==> src/rtl/pc_gen_multi_if.sv <==
// Redirect/fetch bundle between the redirect sources and the IF-stage PC generator.
// slave = PC generator side, master = stimulus/redirect side.
interface pc_gen_multi_if #(
   parameter int ADDR_W    = 32,
   parameter int NUM_REDIR = 4
);
   localparam int SRC_W = (NUM_REDIR > 1) ? $clog2(NUM_REDIR) : 1;

   logic                        stall;
   logic [NUM_REDIR-1:0]        redir_valid;
   logic [NUM_REDIR*ADDR_W-1:0] redir_pc;
   logic [ADDR_W-1:0]           pc;
   logic                        pc_valid;
   logic                        redir_pending;
   logic [SRC_W-1:0]            redir_src;
   logic                        pc_misalign;

   modport master (
      output stall, redir_valid, redir_pc,
      input  pc, pc_valid, redir_pending, redir_src, pc_misalign
   );

   modport slave (
      input  stall, redir_valid, redir_pc,
      output pc, pc_valid, redir_pending, redir_src, pc_misalign
   );
endinterface

==> src/rtl/pc_gen_multi.sv <==
// IF-stage PC generator: prioritised redirects, stall-time latching, fetch bubble.
// Optional PC_MISALIGN_CHK_EN adds a registered misaligned-target flag.
module pc_gen_multi #(
   parameter int               ADDR_W       = 32,
   parameter logic [ADDR_W-1:0] RESET_PC    = 32'h1c00_0000,
   parameter int               NUM_REDIR    = 4,
   parameter int               FETCH_BYTES  = 4,
   parameter int               REDIR_BUBBLE = 0
) (
   input logic            cpu_clk,
   input logic            cpu_rst,
   pc_gen_multi_if.slave  bus
);
   localparam int SRC_W = (NUM_REDIR > 1) ? $clog2(NUM_REDIR) : 1;
   localparam logic [2:0]        BUB = 3'(REDIR_BUBBLE);
   localparam logic [ADDR_W-1:0] INC = ADDR_W'(FETCH_BYTES);

   logic [ADDR_W-1:0] pc_q;
   logic [ADDR_W-1:0] pend_pc_q;
   logic [SRC_W-1:0]  src_q;
   logic [SRC_W-1:0]  pend_idx_q;
   logic              pend_q;
   logic              valid_q;
   logic [2:0]        cnt_q;

   logic              win_vld;
   logic [SRC_W-1:0]  win_idx;
   logic [ADDR_W-1:0] win_pc;
   logic              live_ok;
   logic              first;
   logic              apply;
   logic [ADDR_W-1:0] tgt;
   logic [SRC_W-1:0]  tgt_idx;

   always_comb begin
      win_vld = 1'b0;
      win_idx = '0;
      win_pc  = '0;
      for (int i = NUM_REDIR - 1; i >= 0; i--) begin
         if (bus.redir_valid[i]) begin
            win_vld = 1'b1;
            win_idx = SRC_W'(i);
            win_pc  = bus.redir_pc[i*ADDR_W +: ADDR_W];
         end
      end
   end

   // Invalid with an idle counter only happens before the first edge after reset.
   assign first   = !valid_q && (cnt_q == 3'd0);
   assign live_ok = win_vld && (!pend_q || (win_idx <= pend_idx_q));
   assign apply   = !first && !bus.stall && (live_ok || pend_q);
   assign tgt     = live_ok ? win_pc  : pend_pc_q;
   assign tgt_idx = live_ok ? win_idx : pend_idx_q;

   always_ff @(posedge cpu_clk or posedge cpu_rst) begin
      if (cpu_rst) begin
         pc_q       <= RESET_PC;
         pend_pc_q  <= '0;
         src_q      <= '0;
         pend_idx_q <= '0;
         pend_q     <= 1'b0;
         valid_q    <= 1'b0;
         cnt_q      <= 3'd0;
      end else if (first) begin
         valid_q <= 1'b1;
      end else if (bus.stall) begin
         if (live_ok) begin
            pend_q     <= 1'b1;
            pend_pc_q  <= win_pc;
            pend_idx_q <= win_idx;
         end
      end else if (apply) begin
         pc_q    <= tgt;
         src_q   <= tgt_idx;
         pend_q  <= 1'b0;
         cnt_q   <= BUB;
         valid_q <= (BUB == 3'd0);
      end else if (cnt_q != 3'd0) begin
         cnt_q   <= cnt_q - 3'd1;
         valid_q <= (cnt_q == 3'd1);
      end else begin
         pc_q    <= pc_q + INC;
         valid_q <= 1'b1;
      end
   end

`ifdef PC_MISALIGN_CHK_EN
   localparam int OFF_W = (FETCH_BYTES > 1) ? $clog2(FETCH_BYTES) : 1;
   logic mis_q;

   always_ff @(posedge cpu_clk or posedge cpu_rst) begin
      if (cpu_rst) begin
         mis_q <= 1'b0;
      end else if (apply) begin
         mis_q <= |tgt[OFF_W-1:0];
      end
   end

   assign bus.pc_misalign = mis_q;
`else
   assign bus.pc_misalign = 1'b0;
`endif

   assign bus.pc            = pc_q;
   assign bus.pc_valid      = valid_q;
   assign bus.redir_pending = pend_q;
   assign bus.redir_src     = src_q;
endmodule

==> src/flat_wrapper.sv <==
// flat-port wrapper written by rule: the top's interface ports become plain ports
module pc_gen_multi_flat 
#(
   parameter int               ADDR_W       = 32,
   parameter logic [ADDR_W-1:0] RESET_PC    = 32'h1c00_0000,
   parameter int               NUM_REDIR    = 4,
   parameter int               FETCH_BYTES  = 4,
   parameter int               REDIR_BUBBLE = 0
)
  (cpu_clk, cpu_rst, bus_stall, bus_redir_valid, bus_redir_pc, bus_pc, bus_pc_valid, bus_redir_pending, bus_redir_src, bus_pc_misalign);
  pc_gen_multi_if #(.ADDR_W(ADDR_W), .NUM_REDIR(NUM_REDIR)) bus_i ();
  input logic cpu_clk;
  input logic cpu_rst;
  input wire logic [$bits(bus_i.stall)-1:0] bus_stall;
  input wire logic [$bits(bus_i.redir_valid)-1:0] bus_redir_valid;
  input wire logic [$bits(bus_i.redir_pc)-1:0] bus_redir_pc;
  output wire logic [$bits(bus_i.pc)-1:0] bus_pc;
  output wire logic [$bits(bus_i.pc_valid)-1:0] bus_pc_valid;
  output wire logic [$bits(bus_i.redir_pending)-1:0] bus_redir_pending;
  output wire logic [$bits(bus_i.redir_src)-1:0] bus_redir_src;
  output wire logic [$bits(bus_i.pc_misalign)-1:0] bus_pc_misalign;
  assign bus_i.stall = bus_stall;
  assign bus_i.redir_valid = bus_redir_valid;
  assign bus_i.redir_pc = bus_redir_pc;
  assign bus_pc = bus_i.pc;
  assign bus_pc_valid = bus_i.pc_valid;
  assign bus_redir_pending = bus_i.redir_pending;
  assign bus_redir_src = bus_i.redir_src;
  assign bus_pc_misalign = bus_i.pc_misalign;
  pc_gen_multi #(.ADDR_W(ADDR_W), .RESET_PC(RESET_PC), .NUM_REDIR(NUM_REDIR), .FETCH_BYTES(FETCH_BYTES), .REDIR_BUBBLE(REDIR_BUBBLE)) u_core (.cpu_clk(cpu_clk), .cpu_rst(cpu_rst), .bus(bus_i));
endmodule
==> config.mk <==
export PLATFORM = sky130hd
export DESIGN_NAME = pc_gen_multi_flat
export DESIGN_NICKNAME = d
export VERILOG_FILES = /design/src/rtl/pc_gen_multi_if.sv /design/src/rtl/pc_gen_multi.sv /design/src/flat_wrapper.sv
export SDC_FILE = /design/constraint.sdc
export NUM_CORES = 1
export LEC_CHECK = 0
export BUFFER_PORTS_ARGS = -buffer_cell sky130_fd_sc_hd__buf_2
export CORE_MARGIN = 5
export CORE_UTILIZATION = 46
export CTS_CLUSTER_DIAMETER = 200
export CTS_CLUSTER_SIZE = 40
export DETAILED_ROUTE_END_ITERATION = 8
export HOLD_SLACK_MARGIN = 0.02
export PLACE_DENSITY_LB_ADDON = 0.08
export SETUP_SLACK_MARGIN = 0.4
export SLEW_MARGIN = 20
export SYNTH_ARGS = -nofsm -noshare
export SYNTH_HDL_FRONTEND = slang
export SYNTH_SLANG_ARGS = --single-unit
==> constraint.sdc <==
create_clock -name cpu_clk -period 2 [get_ports cpu_clk]
set_input_delay 0.2 -clock cpu_clk [delete_from_list [all_inputs] [get_ports cpu_clk]]
set_output_delay 0.2 -clock cpu_clk [all_outputs]
set_load 0.05 [all_outputs]
==> flow_summary.yaml <==
outcome:
  outcome: "finished, violations left"
  violations: "negative setup slack"
sta:
  min_period_ns: 2.22
  final.setup_skew_ns: 0.00940
  whs_ns: 0.160
  fmax_mhz: 450
  slew_headroom_pct: 61.5
  finalHoldViolCount: 0
  slew_viol_final: 0
  post-route-period-util_pct: 111
  tightest_slew_ns: 0.576
  finalSetupViolCount: 64
  fin_ws_ns: -0.221
  grt_setup_unrepaired: "yes"
power:
  leakage_uw: 0.00333
  cellPowerDensity_mw_per_mm2: 980
  vdd_drop_max_mv: 0.635
  totalPowerFinal_uw: 7310
synth:
  yosysMostFrequentCell: "dfrtp_1"
  synth_mux_area_share_pct: 5.99
  synthArstFlopShare_pct: 100
  synth_top_cell_area_share_pct: 37.0
  synth_fa_ha_area_share_pct: 1.58
  synth_area_mm2: 0.00474
  synth_area_leaders: "dfrtp_1 (37%), nor2_1 (4.5%), o21ai_0 (4.4%)"
  synth-xor-area-share_pct: 0.185
  synthesis.nets: 674
  synth_top_family_by_area: "compound AO/OA/AOI/OAI gates"
  yosys.area.top_type: "dfrtp_1"
  synth-compound-area-share_pct: 29.8
  synthFlopType: "dfrtp_1"
  ys_types: 63
  yosys.area_share.simple_pct: 18.2
  avgSynthCellArea_um2: 8.89
  synth.yosys.seq_area_share_pct: 38.6
  synthCells: 533
  yosysWarnings: 0
  synth_common_cells: "dfrtp_1 (70), nor2_1 (57), nand2_1 (54)"
  synth-edff-count: 0
  ys_seq_elements: 73
global_route:
  antenna_found_initial: 3
  grt_max_degree: 52
  track_usage_pct: 27.1
  grt_pass1_vias: 5232
  grt_pass1_wl_um: 27200
  grt_overflow: 0
place:
  port_buffers: 170
  place_inst: 874
  gp_congestion: 0.884
  hpwlAfterDp_um: 13300
worst_setup_path:
  cp-start-kind: "flip-flop"
  end_kind: "flip-flop"
  worst-path-max-fanout: 8
  cp.arrival_ns: 2.47
  criticalPathCategory: "reg -> reg"
  crit_required_ns: 2.25
floorplan:
  die-area_mm2: 0.0124
  row_count: 37
  core_area_mm2: 0.0102
  die_w_um: 112
  start_util_pct: 46.5
  die_h_um: 112
  io_pins: 172
finish:
  regArea_mm2: 0.00183
  drive_gt1_share_pct: 51.5
  instances_no_fill: 921
  multi_input_comb_area_mm2: 0.00316
  fill_cells: 731
  syn_to_final_growth_pct: 57.4
  nets: 918
clock_tree:
  cts_sinks: 73
  ctsRootBufferMaster: "clkbuf_8"
  htreeDepth: 3
  numCtsBuffers: 9
  clkTransAtPathRegs_ns: 0.08
  clock_latency_ns: 0.36
  cts_tree: "yes"
  cts_max_path_buffers: 2
detailed_routing:
  drt_iter0_drc: 369
  post_drt_wl_per_cell_um: 20.7
  route.detailed.drc: 0
  vias_per_cell: 5.93
  vias: 5466
  wl_um: 19100
  drt-pass1-iter-count: 5
  ant_nets: 0
flow_run:
  drv_cap: 0
hold_path:
  holdCritPathClass: "in -> reg"
-- cell families after synthesis --
kind of cell / after synthesis
AOI/OAI and AO/OA: 190
buffers and inverters: 53
muxes: 26
xor gates and xnor gates: 1
DFF: 73
adders and majority gates: 6
other: 1
and+or+nand+nor: 183
-- state kept, by name, indices dropped and copies added (netlist names) --
register	flops
u_core.pend_pc_q	32
u_core.bus.pc_valid	1
u_core.bus.redir_src	2
u_core.bus.redir_pending	1
u_core.bus.pc	32
u_core.cnt_q	3
u_core.pend_idx_q	2
-- final timing paths --
path / endpoint / start / slack (ns) / cells past startpoint
worst min register to register: u_core.pend_pc_q[24]$_DFFE_PP0P_ / u_core.pend_pc_q[24]$_DFFE_PP0P_ / 0.49 / 2
worst min-delay path: u_core.bus.pc_valid$_DFFE_PP0N_ / bus_stall / 0.16 / 3
max in group asynchronous: u_core.bus.pc[14]$_DFFE_PP0P_ / cpu_rst / 0.89 / 4
worst max-delay path: u_core.pend_pc_q[17]$_DFFE_PP0P_ / u_core.pend_idx_q[1]$_DFFE_PP0P_ / -0.22 / 10
worst max register to register: u_core.pend_pc_q[17]$_DFFE_PP0P_ / u_core.pend_idx_q[1]$_DFFE_PP0P_ / -0.22 / 10
min in group asynchronous: u_core.bus.pc[24]$_DFFE_PP0P_ / cpu_rst / 0.43 / 3
-- stage by stage --
step                      utilization [%]  setup slack, ns  setup TNS (ns)  area [µm²]
after global routing                 73.3           -0.247          -10.35        7460
after floorplan                         -           -0.503          -24.61        4980
after global placement               62.2           -0.349          -16.35        6340
final                                73.3           -0.221           -7.52        7460
after CTS                            66.6          -0.0439          -0.478        6780
after detailed placement             62.2           -0.416          -18.78        6340
-- final cells by class --
class                           instances  area share (%)
Tap cell                              136            2.28
Inverter                                8           0.453
Clock inverter                          4            1.31
Clock buffer                           12            2.21
Antenna cell                            3           0.101
Sequential cell                        73            24.6
Multi-Input combinational cell        407            42.3
Timing Repair Buffer                  278            26.7
-- worst max-delay path: stages (launching register included) --
cell and delay, ns:
dfrtp_1 0.41, inv_2 0.08, ha_4 0.19, nor2b_4 0.12
o211ai_1 0.27, and2_4 0.25, buf_12 0.12, buf_4 0.13
nand2_8 0.08, clkbuf_16 0.18, mux2_2 0.27
-- cells in the final DEF (no fill, tap or decap), types with 11 or more instances in the layout --
cell type / instances
buf_2: 170
buf_4: 72
dfrtp_1: 68
nand2_1: 45
nor2_1: 42
o21ai_0: 24
a21oi_1: 22
a221oi_1: 21
o21ai_1: 18
mux2_2: 16
o22ai_1: 14
a221o_1: 12
o221ai_1: 12
nand3_1: 12
clkbuf_8: 12
nor3_1: 11
buf_6: 11
-- report_power, final --
group / switching (µW) / total, µW / internal (µW)
registers: 316 / 2190 / 1870
clock network: 594 / 1530 / 931
logic: 2070 / 3600 / 1530
total: 2980 / 7310 / 4330
-- routing by layer --
layer  up-vias  share of wire [%]  global-route usage (%)
met5         -                  0                       0
met4         0                1.7                    7.46
met3        32                7.4                    5.92
met2       225                 50                    44.8
met1      2688                 41                    36.1
li1       2521                  -                       -
-- repair_timing --
item,in CTS,in global routing
pin swaps,6,27
cloned,0,6
hold buffers,1,0
buffers inserted,4,17
endpoints found under the hold margin,19,0
setup endpoints to repair,72,72
gates resized for setup,40,88
Power figures use the tool's default switching activity.
